**src/rtl/sop_table_eval.sv**
```systemverilog
// Multi-channel programmable truth-table evaluator with a built-in equivalence sweep against channel 0.
// Optional build macro: SOP_TABLE_EVAL_STOP_ON_MISMATCH_EN ends the sweep at the first mismatching index.
module sop_table_eval #(
  parameter int N_IN = 4,
  parameter int N_CH = 2,
  parameter logic [2**N_IN-1:0] RESET_TABLE = 16'h551F,
  localparam int CW = (N_CH > 1) ? $clog2(N_CH) : 1
) (
  input  logic            clk,
  input  logic            rst,
  input  logic            cfg_we,
  input  logic [CW-1:0]   cfg_ch,
  input  logic [N_IN-1:0] cfg_addr,
  input  logic            cfg_bit,
  input  logic            in_valid,
  input  logic [N_IN-1:0] in_vec,
  output logic            out_valid,
  output logic [N_CH-1:0] out_vec,
  input  logic            start,
  output logic            busy,
  output logic            done,
  output logic            any_mism,
  output logic [N_IN:0]   mism_cnt,
  output logic [N_IN-1:0] first_idx
);

  typedef enum logic [1:0] {IDLE, SWEEP, DONE} state_t;

  localparam logic [N_IN-1:0] IDX_LAST = '1;

  state_t                state;
  logic [N_IN-1:0]       idx;
  logic [2**N_IN-1:0]    tbl [N_CH];
  logic                  mism;
  logic                  sweep_end;

  // Channel 0 is the reference; with a single channel nothing can mismatch.
  always_comb begin
    mism = 1'b0;
    for (int c = 1; c < N_CH; c++) begin
      if (tbl[c][idx] != tbl[0][idx]) mism = 1'b1;
    end
  end

`ifdef SOP_TABLE_EVAL_STOP_ON_MISMATCH_EN
  assign sweep_end = (idx == IDX_LAST) || mism;
`else
  assign sweep_end = (idx == IDX_LAST);
`endif

  always_ff @(posedge clk or posedge rst) begin
    if (rst) begin
      state     <= IDLE;
      idx       <= '0;
      out_valid <= 1'b0;
      out_vec   <= '0;
      busy      <= 1'b0;
      done      <= 1'b0;
      any_mism  <= 1'b0;
      mism_cnt  <= '0;
      first_idx <= '0;
      for (int c = 0; c < N_CH; c++) tbl[c] <= RESET_TABLE;
    end else begin
      case (state)
        IDLE, DONE: begin
          // Non-blocking write: an evaluation of the same address this cycle reads the old bit.
          if (cfg_we && (int'(cfg_ch) < N_CH)) tbl[cfg_ch][cfg_addr] <= cfg_bit;
          out_valid <= in_valid;
          if (in_valid) begin
            for (int c = 0; c < N_CH; c++) out_vec[c] <= tbl[c][in_vec];
          end
          if (start) begin
            state     <= SWEEP;
            busy      <= 1'b1;
            done      <= 1'b0;
            idx       <= '0;
            any_mism  <= 1'b0;
            mism_cnt  <= '0;
            first_idx <= '0;
          end
        end
        SWEEP: begin
          out_valid <= 1'b0;
          if (mism) begin
            mism_cnt <= mism_cnt + 1'b1;
            any_mism <= 1'b1;
            if (!any_mism) first_idx <= idx;
          end
          idx <= idx + 1'b1;
          if (sweep_end) begin
            state <= DONE;
            busy  <= 1'b0;
            done  <= 1'b1;
          end
        end
        default: state <= IDLE;
      endcase
    end
  end

endmodule

```
**config.mk**
```make
export PLATFORM = sky130hd
export DESIGN_NAME = sop_table_eval
export DESIGN_NICKNAME = d
export VERILOG_FILES = /design/src/rtl/sop_table_eval.sv
export SDC_FILE = /design/constraint.sdc
export NUM_CORES = 1
export LEC_CHECK = 0
export BUFFER_PORTS_ARGS = -buffer_cell sky130_fd_sc_hd__buf_2
export CAP_MARGIN = 10
export CORE_ASPECT_RATIO = 0.9
export CORE_MARGIN = 2
export CORE_UTILIZATION = 40
export DETAILED_ROUTE_END_ITERATION = 10
export PLACE_DENSITY_LB_ADDON = 0.08
export SLEW_MARGIN = 25
export SYNTH_ARGS = -nofsm -noshare
export SYNTH_HDL_FRONTEND = slang
export SYNTH_SLANG_ARGS = --single-unit
```
**constraint.sdc**
```tcl
create_clock -name clk -period 6.5 [get_ports clk]
set_input_delay 0.325 -clock clk [delete_from_list [all_inputs] [get_ports clk]]
set_output_delay 0.325 -clock clk [all_outputs]
set_load 0.005 [all_outputs]
```
==> flow_summary.toml <==
[status]
status = "finished clean"

[floorplanning]
core_area_um2 = 7150
die_h_um = 85.9
die_area_um2 = 8160
die_w_um = 95.0
core.rowCount = 29
initial_utilization_pct = 41.7
pin_count = 30

[placement]
io_buffers = 29
routabilityCongestion = 0.744
dpl.hpwl_um = 4730
dp_slack_ps = 3660

[logic_synthesis]
synth.area.mux_share_pct = 27.3
yosys.area_share.simple_pct = 17.0
synth_top_family_by_area = "multiplexers"
async_flop_share_pct = 100
synth.top_cell.area_share_pct = 29.4
syn_area_um2 = 2980
synthDistinctLibCells = 40
synth-xor-area-share_pct = 0.546
synth_nets = 266
ys_ff_latch = 53
ys_top_cells_by_area = "dfrtp_1 (29%), dfstp_2 (16%), mux2_2 (13%), mux4_2 (11%), mux4_1 (3.5%)"
synth_area_leader_cell = "dfrtp_1"
synth_adder_area_share_pct = 0.840
synth_compound_area_share_pct = 5.96
yosys_most_used_dff = "dfrtp_1"
synth.yosys.warnings = 0
yosysSeqAreaShare_pct = 45.3
syn_inst = 249
synth_area_per_cell_um2 = 12.0
synth_edf_count = 0

[pwr]
irDropWorstVdd_mv = 0.112
leakagePower_nw = 1.43
power_density_nw_per_um2 = 349

[clock_tree]
clkTransAtPathRegs_ps = 90
cts_max_level = 2
clk_latency_ps = 310
cts_setup_buffers = 0
cts_tree = "built"
clock-sinks = 53
numCtsBuffers = 5
hold_buffers = 0
cts-root-buf = "clkbuf_8"
ctsLongestPathBuffers = 2
cts_resized = 0

[routing]
vias_per_cell = 5.62
ant_nets = 0
wl_per_cell_um = 18.1
totalWireLength_um = 6620
num_vias = 2053
drt_iter0_drc = 152
drtPass1Iterations = 4
drc = 0

[worst_setup_path]
cp_top_family = "multiplexers"
crit_chain = "mux4_1 > a22oi_1 > nand3_1 > xnor2_2 > nor2_1 > mux2_2"
cp_slowest_cell = "dfrtp_1"
end_kind = "flop"
critPathMaxFanout = 16
slowest_delay_ps = 730
cp.arrival_ps = 3030
criticalPathCategory = "reg2reg"
critical_path_required_ps = 6700
start_kind = "flop"
path_buf_inv = 0

[run]
drv_cap = 0

[timing]
worst_slack_ps = 3670
finalSetupViolCount = 0
setup_tns_ps = 0
tightest_slew_ps = 705
grt_setup_unrepaired = "false"
relSlewSlack_pct = 52.8
min_period_over_period_pct = 43.6
fin_crit_ps = 2830
clock-skew-final_ps = 9.23
slew_violations = 0
fmax_ghz = 0.353
hold_violations = 0

[grt]
first_global_vias = 1957
grt_pass1_wl_um = 11200
grt.overflow.total = 0
grt_usage_pct = 18.1
antenna_found_initial = 0
grt_max_degree = 54

[layout]
syn2layout_area_growth_pct = 10.3
n_antenna_cell = 0
drive_gt1_share_pct = 40.8
layout.nets = 288
n_fill_cell = 659

[min_path]
hold_path_class = "in2async"
worst reg2reg max path: stages (launching register included):
cell	delay (ps)
dfrtp_1	730
mux4_1	630
a22oi_1	180
nand3_1	140
xnor2_2	600
nor2_1	150
mux2_2	300
registers in the layout, indices dropped and copies added, names as in the netlist:
| register | cells |
|---|---|
| any_mism | 1 |
| busy | 1 |
| done | 1 |
| first_idx | 4 |
| idx | 4 |
| mism_cnt | 5 |
| out_valid | 1 |
| out_vec | 2 |
| state | 2 |
| tbl | 32 |
area by class of cell:
class	instances	area [um^2]	share of cell area (%)
clock inverter	1	30.0	0.914
multi-input combinational	178	1540	46.9
inverter	3	11.3	0.343
sequential	53	1350	41.0
tap	93	116	3.54
timing repair buffer	30	153	4.64
clock buffer	7	86.3	2.63
final timing paths:
kind                       slack (ps)                      end                from  cells after the start
min in group clk                  330     state[1]$_DFFE_PP0P_               start                      3
hold reg to reg                   500         done$_DFFE_PP0P_    done$_DFFE_PP0P_                      1
hold / removal                    190   out_vec[0]$_DFFE_PP0P_                 rst                      3
max in group asynchronous        5850       tbl[6]$_DFFE_PP0P_                 rst                      3
setup / recovery                 3670  mism_cnt[0]$_DFFE_PP0P_  idx[0]$_DFFE_PP0P_                      6
setup reg to reg                 3670  mism_cnt[0]$_DFFE_PP0P_  idx[0]$_DFFE_PP0P_                      6
synthesized netlist by cell type (2+ instances only):
| cell type | instances |
|---|---|
| o211ai_1 | 4 |
| dfstp_2 | 18 |
| o21ai_0 | 7 |
| or4_1 | 3 |
| buf_4 | 2 |
| inv_1 | 3 |
| a22o_1 | 2 |
| and2_1 | 3 |
| mux2_2 | 35 |
| dfrtp_1 | 35 |
| ha_1 | 2 |
| nor4b_1 | 3 |
| nor2b_1 | 6 |
| mux4_2 | 14 |
| and3_1 | 4 |
| nand3b_1 | 4 |
| o21a_1 | 2 |
| clkbuf_1 | 8 |
| nor2_1 | 18 |
| nand2_1 | 22 |
| nand2b_1 | 8 |
| nand3_1 | 16 |
| buf_2 | 2 |
| nor3_1 | 5 |
| a21o_1 | 2 |
| mux4_1 | 4 |
| a21oi_1 | 3 |
| buf_6 | 2 |
logic make-up (layout without fill, tap and decap cells):
kind of cell,Yosys count,in the layout
buf+inv,18,41
compound gates,25,25
simple gates,97,97
fa+ha+maj,2,2
flops,53,53
mux,53,53
xor+xnor,1,1
per-stage QoR:
stage	utilization, %	instance area, um^2	power [W]	std cells	hold slack (ps)
floorplan	-	2980	0.000827	249	477
global placement	44.3	3170	0.000917	357	472
detailed placement	44.3	3170	0.000923	357	487
CTS	45.9	3280	0.00116	365	212
global route	46.0	3290	0.00124	365	247
finish	46.0	3290	0.00115	365	195
power breakdown:
group	total (W)	switching, W	internal (W)
clock network	0.000233	0.000108	0.000126
logic	0.000372	0.000168	0.000205
registers	0.000540	0.000112	0.000428
total	0.00115	0.000388	0.000758
layout by cell type (no fill, tap or decap), types with 4 or more instances in the layout:
cell	Yosys	final
buf_2	2	29
o211ai_1	4	4
mux4_2	14	14
o21ai_0	7	7
nand3_1	16	16
nor2_1	18	18
nor2b_1	6	5
mux2_2	35	35
dfstp_2	18	18
dfrtp_1	35	35
nand2b_1	8	8
mux4_1	4	4
and3_1	4	4
clkbuf_8	0	6
nor3_1	5	5
nand3b_1	4	4
nand2_1	22	22
layer usage:
layer / share of wire (%) / routed length (um) / up-vias / track usage (%)
met2: 44 / 2950 / 40 / 25.5
li1: - / - / 963 / -
met1: 51 / 3360 / 1043 / 28.6
met3: 3.7 / 244 / 7 / 3.16
met5: 0 / 0 / - / 0
met4: 1.1 / 76 / 0 / 5.14
Note: power is estimated with default switching activity, not from simulation.
